File: src/rtl/branch_sequencer.sv
// Self-timed micro-sequencer for JR s8 / JP a16 / CALL a16 with its own M-cycle
// and T-step counters; strobes are decoded from the registered sequencing state.
module branch_sequencer #(
    parameter int STEPS  = 4,
    parameter int COND_W = 4
) (
    input  logic              i_Clk,
    input  logic              i_Rst_n,
    input  logic              i_Start,
    input  logic [1:0]        i_Mode,
    input  logic [COND_W-1:0] i_Y,
    input  logic [COND_W-1:0] i_Conditions,
    input  logic              i_Always,
    output logic              o_Busy,
    output logic [2:0]        o_Cycle,
    output logic [STEPS-1:0]  o_Step,
    output logic              o_Address_Out,
    output logic              o_Addr_Sel,
    output logic              o_Bus_In,
    output logic              o_Bus_Out,
    output logic              o_Data_Sel,
    output logic              o_Load_Z,
    output logic              o_Load_W,
    output logic              o_PC_Inc,
    output logic              o_SP_Dec,
    output logic              o_PC_Add_Z,
    output logic              o_PC_Load_WZ,
    output logic              o_IR_Fetch,
    output logic              o_Error
);

    localparam logic [0:0] ST_IDLE = 1'b0;
    localparam logic [0:0] ST_RUN  = 1'b1;

    localparam logic [1:0] MODE_JR   = 2'b00;
    localparam logic [1:0] MODE_JP   = 2'b01;
    localparam logic [1:0] MODE_CALL = 2'b10;
    localparam logic [1:0] MODE_RSVD = 2'b11;

    localparam logic [STEPS-1:0] STEP_NONE  = {STEPS{1'b0}};
    localparam logic [STEPS-1:0] STEP_FIRST = {{(STEPS-1){1'b0}}, 1'b1};

    logic [0:0]       r_state;
    logic [STEPS-1:0] r_step;
    logic [2:0]       r_cycle;
    logic [1:0]       r_mode;
    logic             r_taken;
    logic             r_error;

    logic       w_taken;
    logic       w_last_step;
    logic       w_done;
    logic [2:0] w_final_cycle;
    logic       w_s0;
    logic       w_s1;
    logic       w_address_out, w_addr_sel, w_bus_in, w_bus_out, w_data_sel;
    logic       w_load_z, w_load_w, w_pc_inc, w_sp_dec, w_pc_add_z, w_pc_load_wz;

    assign w_taken     = (|(i_Y & i_Conditions)) | i_Always;
    assign w_last_step = r_step[STEPS-1];
    assign w_s0        = r_step[0];
    assign w_s1        = r_step[1];
    assign w_done      = (r_state == ST_RUN) && w_last_step && (r_cycle == w_final_cycle);

    // Last M-cycle of the latched mode, shortened when the condition failed
    always_comb begin
        w_final_cycle = 3'd0;
        case (r_mode)
            MODE_JR:   w_final_cycle = r_taken ? 3'd1 : 3'd0;
            MODE_JP:   w_final_cycle = r_taken ? 3'd2 : 3'd1;
            MODE_CALL: w_final_cycle = r_taken ? 3'd4 : 3'd1;
            default:   w_final_cycle = 3'd0;
        endcase
    end

    // Sequencing state: dispatch, step ring rotation, M-cycle advance, completion
    always_ff @(posedge i_Clk or negedge i_Rst_n) begin
        if (!i_Rst_n) begin
            r_state <= ST_IDLE;
            r_step  <= STEP_NONE;
            r_cycle <= 3'd0;
            r_mode  <= MODE_JR;
            r_taken <= 1'b0;
            r_error <= 1'b0;
        end else begin
            r_error <= 1'b0;
            case (r_state)
                ST_IDLE: begin
                    if (i_Start && (i_Mode == MODE_RSVD)) begin
                        r_error <= 1'b1;
                    end else if (i_Start) begin
                        r_state <= ST_RUN;
                        r_step  <= STEP_FIRST;
                        r_cycle <= 3'd0;
                        r_mode  <= i_Mode;
                        r_taken <= w_taken;
                    end
                end
                ST_RUN: begin
                    if (w_done) begin
                        r_state <= ST_IDLE;
                        r_step  <= STEP_NONE;
                        r_cycle <= 3'd0;
                    end else if (w_last_step) begin
                        r_step  <= STEP_FIRST;
                        r_cycle <= r_cycle + 3'd1;
                    end else begin
                        r_step  <= {r_step[STEPS-2:0], 1'b0};
                    end
                end
                default: begin
                    r_state <= ST_IDLE;
                    r_step  <= STEP_NONE;
                    r_cycle <= 3'd0;
                end
            endcase
        end
    end

    // Datapath strobes per (mode, M-cycle, T-step); all quiet outside RUN
    always_comb begin
        w_address_out = 1'b0;
        w_addr_sel    = 1'b0;
        w_bus_in      = 1'b0;
        w_bus_out     = 1'b0;
        w_data_sel    = 1'b0;
        w_load_z      = 1'b0;
        w_load_w      = 1'b0;
        w_pc_inc      = 1'b0;
        w_sp_dec      = 1'b0;
        w_pc_add_z    = 1'b0;
        w_pc_load_wz  = 1'b0;
        if (r_state == ST_RUN) begin
            case (r_cycle)
                3'd0: begin
                    w_address_out = w_s0;
                    w_pc_inc      = w_s0;
                    w_bus_in      = w_s1;
                    w_load_z      = w_s1;
                end
                3'd1: begin
                    if (r_mode == MODE_JR) begin
                        w_pc_add_z    = w_s1;
                    end else begin
                        w_address_out = w_s0;
                        w_pc_inc      = w_s0;
                        w_bus_in      = w_s1;
                        w_load_w      = w_s1;
                    end
                end
                3'd2: begin
                    if (r_mode == MODE_JP) begin
                        w_pc_load_wz = w_s1;
                    end else if (r_mode == MODE_CALL) begin
                        w_sp_dec     = w_s1;
                    end else begin
                        w_pc_load_wz = 1'b0;
                    end
                end
                // Push PCH then PCL through SP; SP steps down after the high byte
                3'd3: begin
                    w_address_out = w_s0;
                    w_addr_sel    = w_s0;
                    w_bus_out     = w_s1;
                    w_sp_dec      = w_s1;
                end
                3'd4: begin
                    w_address_out = w_s0;
                    w_addr_sel    = w_s0;
                    w_bus_out     = w_s1;
                    w_data_sel    = w_s1;
                    w_pc_load_wz  = w_s1;
                end
                default: begin
                    w_address_out = 1'b0;
                end
            endcase
        end else begin
            w_address_out = 1'b0;
        end
    end

    assign o_Busy        = (r_state == ST_RUN);
    assign o_Cycle       = r_cycle;
    assign o_Step        = r_step;
    assign o_Address_Out = w_address_out;
    assign o_Addr_Sel    = w_addr_sel;
    assign o_Bus_In      = w_bus_in;
    assign o_Bus_Out     = w_bus_out;
    assign o_Data_Sel    = w_data_sel;
    assign o_Load_Z      = w_load_z;
    assign o_Load_W      = w_load_w;
    assign o_PC_Inc      = w_pc_inc;
    assign o_SP_Dec      = w_sp_dec;
    assign o_PC_Add_Z    = w_pc_add_z;
    assign o_PC_Load_WZ  = w_pc_load_wz;
    assign o_IR_Fetch    = w_done;
    assign o_Error       = r_error;

endmodule

File: config.mk
export PLATFORM = sky130hd
export DESIGN_NAME = branch_sequencer
export DESIGN_NICKNAME = d
export VERILOG_FILES = /design/src/rtl/branch_sequencer.sv
export SDC_FILE = /design/constraint.sdc
export NUM_CORES = 1
export LEC_CHECK = 0
export BUFFER_PORTS_ARGS = -buffer_cell sky130_fd_sc_hd__buf_4
export CAP_MARGIN = 25
export CELL_PAD_IN_SITES_DETAIL_PLACEMENT = 2
export CELL_PAD_IN_SITES_GLOBAL_PLACEMENT = 2
export CORE_UTILIZATION = 22
export CTS_CLUSTER_SIZE = 8
export DETAILED_ROUTE_END_ITERATION = 7
export PLACE_DENSITY_LB_ADDON = 0.1
export REMOVE_ABC_BUFFERS = 1
export SLEW_MARGIN = 20
export SYNTH_ARGS = -nofsm -noshare
export SYNTH_HDL_FRONTEND = slang
export SYNTH_SLANG_ARGS = --single-unit
File: constraint.sdc
create_clock -name i_Clk -period 1.3 [get_ports i_Clk]
set_input_delay 0.13 -clock i_Clk [delete_from_list [all_inputs] [get_ports i_Clk]]
set_output_delay 0.13 -clock i_Clk [all_outputs]
set_load 0.1 [all_outputs]
==> flow_metrics.tcl, run 1 <==
set metrics [dict create \
    status "complete, but fails checks" \
    violations "negative setup slack" \
    p_per_area_nw_per_um2 2520 \
    drv_slew 0 \
    syn_to_final_growth_pct 122 \
    drive_above_1_share_pct 66.5 \
    cts_inserted_buffers 3 \
    startpoint_type "flop" \
    wirelength_mm 4.29 \
    slowest_delay_ns 0.46 \
    whs_path_depth 3 \
    cts_max_level 1 \
    setup_viol 19 \
    crit_fanout 6 \
    ant_nets 0 \
    ys_ff_latch 12 \
    rr_worst_depth 6 \
    cts_tree "done" \
    cts_buffer_depth 2 \
    setup_ws_ns -0.645 \
    required_ns 1.17 \
    die_h_um 62.8 \
    crit_path_end_kind "output port" \
    io_buffers 34 \
    syn_avg_cell_area_um2 7.99 \
    grt_pass1_wl_mm 5.75 \
    grt_max_degree 13 \
    vdd_drop_max_mv 0.886 \
    fillers 345 \
    design_area_um2 1810 \
    first_iter_violations 22 \
    fin_crit_ns 1.95 \
    synth_area_um2 815 \
    num_vias 1050 \
    die-area_um2 3950 \
    crit_buf_inv 1 \
    drv_cap 0 \
    start_util_pct 23.7 \
    p_leak_uw 0.000778 \
    setup.worst_path.start "r_mode[1]" \
    cts_root_buf "clkbuf_8" \
    max_clock_freq_mhz 514 \
    wl_per_cell_um 19.9 \
    crit_type "reg -> out" \
    place_area_um2 1290 \
    r2r_slack_ns -0.32 \
    crit_slowest_cell "dfrtp_2" \
    p_total_uw 4560 \
    hold_class "in -> reg" \
    fin_cells 216 \
    overflow 0 \
    cpLargestDelayFamily "simple AND/OR/NAND/NOR gates" \
    clk_pin_slew_worst_paths_ns 0.05 \
    n_antenna_cell 0 \
    cts_sinks 12 \
    crit_cells 6 \
    slew-limit-headroom_pct 79.5 \
    hp-start "i_Mode[0]" \
    hpwlAfterDp_mm 2.52 \
    place_inst 203 \
    period_share_pct 150 \
    syn_inst 102 \
    core_um2 3440 \
    worstPathCellList "nor2b_4, nand3_2, or3_1, o211ai_2, and2b_2, buf_12" \
    grt_pass1_vias 1130 \
    place_congestion 0.736 \
    seq_area_frac_synth_pct 36.9 \
    drcViolationCount 0 \
    antenna_found_initial 0 \
    tightest_slew_ns 0.307 \
    rsz0062_at_grt "yes" \
    finalSetupTns_ns -6.90 \
    hold_viol_final 0 \
    clock_latency_ns 0.24 \
    placementRows 21 \
    ys_warn_count 0 \
    track_usage_pct 18.8 \
    finalNetCount 190 \
    viasPerCell 4.86 \
    arrival_ns 1.82 \
    synthDistinctLibCells 33 \
    worstReg2RegStart "r_mode[1]" \
    fin_skew_ns 0.00487 \
    first_pass_iters 4 \
    die_w_um 62.8 \
    ios 35 \
]
==> worst paths after layout <==
check	endpoint
setup / recovery	o_IR_Fetch
min in group asynchronous	o_Cycle[2]
hold reg to reg	o_Step[3]
max in group asynchronous	o_Cycle[0]
setup reg to reg	o_Busy
hold / removal	o_Error
==> layout make-up <==
cell class,instances,area [µm²],area share (%)
Inverter,3,11.3,0.622
Sequential cell,12,305,16.9
Tap cell,46,57.6,3.18
Timing Repair Buffer,67,671,37.0
Clock buffer,4,55.1,3.04
Multi-Input combinational cell,84,712,39.3
==> layout by cell type, fill, tap and decap left out, drive strengths merged, types with 3 or more instances in the layout <==
cell type / count
a21oi: 5
inv: 3
clkbuf: 5
buf: 65
dfrtp: 12
ha: 5
nand3: 3
o21ai: 8
nand2: 16
nor2: 18
nor2b: 5
==> Yosys cell counts (all sizes together) <==
cell / number / area share [%]
or3: 1 / 0.77
a22o: 1 / 1.1
o31a: 1 / 1.1
a222oi: 1 / 1.2
o21ai: 8 / 4.9
nor3b: 2 / 1.8
inv: 3 / 1.4
nand2b: 1 / 0.77
and2b: 2 / 1.8
a21oi: 5 / 3.1
a31o: 1 / 1.1
nand3: 3 / 1.8
dfrtp: 12 / 37
o211ai: 1 / 1.5
o22ai: 1 / 0.77
and2: 2 / 1.5
a21boi: 1 / 0.92
nor2b: 5 / 4.1
o21a: 1 / 0.92
xnor2: 1 / 1.1
and4: 1 / 1.4
nor3: 2 / 1.2
a31oi: 1 / 0.77
clkbuf: 1 / 0.46
a211oi: 1 / 0.92
nand2: 16 / 7.4
ha: 5 / 7.7
nor2: 18 / 8.3
buf: 2 / 1.2
o41ai: 1 / 1.1
o31ai: 1 / 0.92
==> layer usage <==
metal	track usage [%]	wire length, µm
met4	3.49	80
met1	21.1	1660
met5	0	0
met3	2.37	83
met2	37.4	2470
==> cells by family after synthesis <==
logic type / after synthesis / synth area share, %
flip-flops: 12 / 36.9
XOR/XNOR: 1 / 1.08
AND/OR/NAND/NOR: 53 / 31.0
buffers and inverters: 6 / 3.07
AO/OA/AOI/OAI: 25 / 20.3
adder cells (fa/ha/maj): 5 / 7.68
==> sequential cells by signal (all words and copies together), names as in the netlist <==
name and cells:
o_Step 4, o_Busy 1, o_Error 1, o_Cycle 3, r_mode 2, r_taken 1
==> worst reg2reg max path: stages (launching register included) <==
cell      delay [ns]
dfrtp_2         0.46
nor2b_4         0.17
nand3_2         0.11
or3_1           0.39
o211ai_2        0.08
buf_4           0.18
a31oi_4         0.10
==> per-stage QoR <==
step	util, %	hold WS (ns)	setup WS (ns)
CTS	44.9	0.170	-0.601
floorplan	-	-0.166	-2.67
detailed placement	37.6	-0.0119	-0.463
global placement	37.6	-0.0175	-0.349
finish	52.6	0.188	-0.645
global route	52.6	0.210	-0.723
==> report_power, final <==
part           internal [µW]  leakage [µW]  total, µW  switching, µW
Combinational           1360      0.000602       3430           2070
Sequential               508      0.000148        716            208
Clock                    268     0.0000288        414            146
==> repair_timing <==
action | CTS | global route
resized for setup | 50 | 51
endpoints found under the setup margin | 18 | 21
buffers inserted | 2 | 7
pin swaps | 7 | 7
hold endpoints to repair | 12 | 0
hold buffers | 1 | 0
Note: power is estimated with default switching activity, not from simulation.
==> inputs of run 2 (changes only) <==
--- a/config.mk
+++ b/config.mk
@@ -12,6 +12,7 @@
 export CORE_UTILIZATION = 22
 export CTS_CLUSTER_SIZE = 8
 export DETAILED_ROUTE_END_ITERATION = 7
+export MAX_ROUTING_LAYER = met4
 export PLACE_DENSITY_LB_ADDON = 0.1
 export REMOVE_ABC_BUFFERS = 1
 export SLEW_MARGIN = 20
==> run 2 against run 1 <==
  * The run still ends with negative setup slack left
  * Maximum frequency rose by 0.20%
  * Clock skew barely moved
  * Critical path depth did not move
  * Critical endpoint unchanged
  * Largest cell class unchanged
==> flow_metrics.tcl, run 2 (same netlist as run 1, synthesis figures left out) <==
set metrics [dict create \
    p_leak_uw 0.000778 \
    drv_cap 0 \
    ios 35 \
    hold_end "o_Error" \
    slew-limit-headroom_pct 79.7 \
    clock_latency_ns 0.24 \
    drcViolationCount 0 \
    num_vias 1059 \
    top_layer_used "met4" \
    crit_slowest_cell "dfrtp_2" \
    register_area_um2 305 \
    cts_inserted_buffers 3 \
    wirelength_mm 4.29 \
    pwr-share-clk_pct 9.1 \
    whs_path_depth 3 \
    first_pass_iters 4 \
    start_util_pct 23.7 \
    grt_pass1_wl_mm 5.74 \
    fin_crit_ns 1.94 \
    drive_above_1_share_pct 66.5 \
    slowest_delay_ns 0.46 \
    crit_type "reg -> out" \
    p_per_area_nw_per_um2 2520 \
    syn_to_final_growth_pct 122 \
    final_common_cell "buf_4" \
    power_frac_comb_pct 75.2 \
    largest_reg_flops 4 \
    cts_sinks 12 \
    rsz0062_at_grt "yes" \
    first_iter_violations 26 \
    worstPathCellList "nor2b_4, nand3_2, or3_1, o211ai_2, and2b_2, buf_12" \
    die_h_um 62.8 \
    hold_class "in -> reg" \
    violations "negative setup slack" \
    setup_ws_ns -0.641 \
    n_antenna_cell 0 \
    ant_nets 0 \
    switching_share_pct 53.2 \
    r2r-end "o_Busy" \
    status "complete, but fails checks" \
    tightest_slew_ns 0.305 \
    drv_slew 0 \
    dp_slack_ns -0.463 \
    fillers 345 \
    cts_tree "done" \
    arrival_ns 1.81 \
    wl_per_cell_um 19.9 \
    track_usage_pct 19.4 \
    multi_input_area_um2 712 \
    cts_root_buf "clkbuf_8" \
    period_share_pct 149 \
    p_total_uw 4560 \
    crit_path_end_kind "output port" \
    die_w_um 62.8 \
    internal_power_uw 2130 \
    hp-start "i_Mode[0]" \
    vdd_drop_max_mv 0.885 \
    cts_max_level 1 \
    core_um2 3440 \
    overflow 0 \
    worstReg2RegStart "r_mode[1]" \
    wl_met2_mm 2.48 \
    cts_buffer_depth 2 \
    place_congestion 0.745 \
    startpoint_type "flop" \
    finalNetCount 190 \
    fin_skew_ns 0.00458 \
    clk_pin_slew_worst_paths_ns 0.05 \
    setup_viol 19 \
    hold_viol_final 0 \
    layout_common_cells "buf_4, nand2_1, nor2_1" \
    crit_fanout 6 \
    r2r_slack_ns -0.31 \
    rr_worst_depth 6 \
    placementRows 21 \
    required_ns 1.17 \
    grt_max_degree 13 \
    max_clock_freq_mhz 515 \
    grt_pass1_vias 1129 \
    die-area_um2 3950 \
    viasPerCell 4.90 \
    hpwlAfterDp_mm 2.52 \
    antenna_found_initial 0 \
    wl_met3_um 85 \
    io_buffers 34 \
    netSwitchingPower_uw 2430 \
    seqPwrFrac_pct 15.7 \
    drt-met1-wl_mm 1.65 \
]
## run 2: power groups by stage
stage / clock network, µW / registers (µW) / logic [µW]
after floorplan: 0 / 1250 / 883
after global placement: 0 / 637 / 2420
after detailed placement: 0 / 657 / 2500
after CTS: 425 / 675 / 2850
after global routing: 436 / 735 / 3600
final: 414 / 716 / 3430
## run 2: area by class of cell
cell class                      count  share of cell area (%)
Clock buffer                        4                    3.04
Sequential cell                    12                    16.9
Timing Repair Buffer               67                    37.0
Multi-Input combinational cell     84                    39.3
Tap cell                           46                    3.18
Inverter                            3                   0.622
## run 2: per-layer routing
metal  global-route usage (%)  vias to the layer above
li1                         -                      490
met5                        -                        -
met1                     21.1                      533
met4                     3.49                        0
met3                     2.37                        7
met2                     37.4                       29
## run 2: repair_timing
item | CTS | global route
hold endpoints to repair | 12 | 0
endpoints found under the setup margin | 18 | 21
gates resized for setup | 50 | 51
pin swaps | 7 | 7
hold buffers | 1 | 0
buffers inserted | 2 | 7
## run 2: worst max-delay path, delay by kind of cell (launching register included)
kind / cells / cell delay, ns
compound gates: 1 / 0.08
buf+inv: 1 / 0.17
flops: 1 / 0.46
simple gates: 4 / 0.85
## run 2: how the worst max path moves through the flow
stage / from / endpoint / cells past startpoint
floorplan: o_Cycle[0] / o_Address_Out / 5
global placement: o_Cycle[0] / o_Address_Out / 6
detailed placement: o_Cycle[0] / o_Address_Out / 6
CTS: o_Cycle[0] / o_Address_Out / 6
global route: o_Cycle[0] / o_IR_Fetch / 7
finish: r_mode[1] / o_IR_Fetch / 6
## run 2: stage by stage
stage | area [µm²] | utilization, % | std cells | TNS (ns) | hold WS (ns)
6_report | 1810 | 52.6 | 216 | -6.89 | 0.188
3_5_place_dp | 1290 | 37.6 | 203 | -5.14 | -0.0119
5_1_grt | 1810 | 52.6 | 216 | -8.32 | 0.210
2_1_floorplan | 801 | - | 99 | -28.49 | -0.166
3_3_place_gp | 1290 | 37.6 | 203 | -3.49 | -0.0175
4_1_cts | 1550 | 44.9 | 210 | -6.27 | 0.170
==> inputs of run 3 (changes only) <==
--- a/config.mk
+++ b/config.mk
@@ -9,13 +9,13 @@
 export CAP_MARGIN = 25
 export CELL_PAD_IN_SITES_DETAIL_PLACEMENT = 2
 export CELL_PAD_IN_SITES_GLOBAL_PLACEMENT = 2
+export CORE_MARGIN = 2
 export CORE_UTILIZATION = 22
 export CTS_CLUSTER_SIZE = 8
 export DETAILED_ROUTE_END_ITERATION = 7
 export MAX_ROUTING_LAYER = met4
 export PLACE_DENSITY_LB_ADDON = 0.1
 export REMOVE_ABC_BUFFERS = 1
-export SLEW_MARGIN = 20
 export SYNTH_ARGS = -nofsm -noshare
 export SYNTH_HDL_FRONTEND = slang
 export SYNTH_SLANG_ARGS = --single-unit
==> run 3 against run 2 <==
  * The run still ends with negative setup slack left
  * Global-route usage up 1.5 points
  * Cell area increased by 4.1%
  * Utilization is 0.35 points lower
  * Via count increased by 0.85%
  * Wire length up 11%
  * Combinational power is 11% higher
  * Die area up 6.5%
  * Sequential cell count unchanged
  * Maximum frequency fell by 2.4%
  * Critical path depth grew 1
  * Clock skew shrank 0.0035 ns
  * Register-to-register slack lost 0.02 ns
  * Critical path type unchanged
  * Critical endpoint unchanged
  * Largest cell class is now non-clock buffers
==> flow_metrics.tcl, run 3 (same netlist as run 1, synthesis figures left out) <==
set metrics [dict create \
    placementRows 22 \
    max_clock_freq_mhz 503 \
    crit_slowest_cell "dfrtp_2" \
    die_w_um 64.8 \
    final_common_cell "buf_4" \
    vdd_drop_max_mv 0.958 \
    largest_reg_flops 4 \
    crit_type "reg -> out" \
    layout_common_cells "buf_4, nand2_1, buf_12, buf_6, nor2_1" \
    clock_latency_ns 0.25 \
    finalNetCount 193 \
    hold_class "in -> reg" \
    drv_slew 0 \
    num_vias 1068 \
    setup.worst_path.start "o_Cycle[0]" \
    hp-start "i_Mode[1]" \
    drive_above_1_share_pct 69.9 \
    grt_pass1_vias 1216 \
    wirelength_mm 4.78 \
    io_buffers 34 \
    status "complete, but fails checks" \
    ant_nets 0 \
    drv_cap 0 \
    slowest_delay_ns 0.47 \
    grt_pass1_wl_mm 6.47 \
    drcViolationCount 0 \
    syn_to_final_growth_pct 131 \
    violations "negative setup slack" \
    dp_slack_ns -0.512 \
    fillers 366 \
    cts_buffer_depth 2 \
    crit_path_end_kind "output port" \
    viasPerCell 4.83 \
    die-area_um2 4200 \
    wl_per_cell_um 21.6 \
    start_util_pct 22.6 \
    cts_max_level 1 \
    crit_fanout 7 \
    grt_max_degree 13 \
    ios 35 \
    clk_pin_slew_worst_paths_ns 0.05 \
    cts_sinks 12 \
    cts_inserted_buffers 3 \
    slew-limit-headroom_pct 68.2 \
    setup_ws_ns -0.689 \
    core_um2 3610 \
    hold_viol_final 0 \
    first_pass_iters 4 \
    fin_skew_ns 0.00107 \
    rsz0062_at_grt "yes" \
    first_iter_violations 23 \
    worstReg2RegStart "o_Cycle[0]" \
    hpwlAfterDp_mm 2.40 \
    required_ns 1.17 \
    setup_viol 18 \
    startpoint_type "flop" \
    cts_tree "done" \
    worstPathCellList "inv_2, buf_6, nand2_2, a31o_1, o211ai_2, and2b_2, buf_12" \
    track_usage_pct 20.9 \
    fin_crit_ns 1.99 \
    place_congestion 0.762 \
    tightest_slew_ns 0.475 \
    p_per_area_nw_per_um2 2610 \
    cts_root_buf "clkbuf_8" \
    die_h_um 64.8 \
    p_leak_uw 0.000816 \
    utilization_pct 52.3 \
    period_share_pct 153 \
    arrival_ns 1.86 \
    antenna_found_initial 0 \
    overflow 0 \
    n_antenna_cell 0 \
]
## run 3: metal layers
metal / track usage [%] / vias up / part of all wire (%)
met5: - / - / 0
met4: 5.59 / 0 / 3.7
met3: 1.91 / 15 / 3.0
met2: 39.6 / 35 / 54
met1: 23.3 / 521 / 40
li1: - / 497 / -
## run 3: layout make-up
cell class	count	area [µm²]	area share, %
Timing Repair Buffer	70	731	38.8
Tap cell	48	60.1	3.19
Clock buffer	4	55.1	2.92
Multi-Input combinational cell	84	723	38.4
Sequential cell	12	305	16.2
Inverter	3	11.3	0.597
## run 3: critical path: cells and delay by family, from the launching register on
kind,cells,cell delay (ns)
buffers and inverters,3,0.41
DFF,1,0.47
and+or+nand+nor,2,0.27
AOI/OAI and AO/OA,2,0.44
## run 3: where the power goes
part	internal, µW	leakage, µW	switching, µW	total [µW]
logic	1570	0.000640	2230	3800
registers	508	0.000148	208	716
clock network	268	0.0000288	147	415
total	2350	0.000816	2580	4930
## run 3: what timing repair did
action                     in CTS  in global routing
pin swaps                       8                  7
hold buffers                    1                  0
gates resized for setup        81                 27
setup endpoints to repair      19                 24
hold endpoints to repair       12                  0
buffers inserted               12                  5
## run 3: worst paths after layout
kind / end / cells past startpoint / slack [ns]
worst max-delay path: o_IR_Fetch / 7 / -0.69
worst min-delay path: r_mode[1] / 3 / 0.16
worst max register to register: o_Busy / 7 / -0.33
worst min register to register: o_Step[3] / 1 / 0.55
max in group asynchronous: o_Cycle[0] / 2 / 0.87
min in group asynchronous: r_taken / 2 / 0.26
## run 3: stage by stage
| step | cell area (µm²) | hold WS [ns] | instances | setup TNS (ns) | total power, µW |
|---|---|---|---|---|---|
| 2_1_floorplan | 801 | -0.166 | 99 | -28.49 | 2130 |
| 3_3_place_gp | 1290 | -0.0183 | 203 | -3.52 | 3050 |
| 3_5_place_dp | 1290 | -0.0182 | 203 | -4.81 | 3110 |
| 4_1_cts | 1750 | 0.163 | 217 | -5.59 | 4320 |
| 5_1_grt | 1890 | 0.169 | 221 | -8.25 | 5130 |
| 6_report | 1890 | 0.163 | 221 | -7.21 | 4930 |
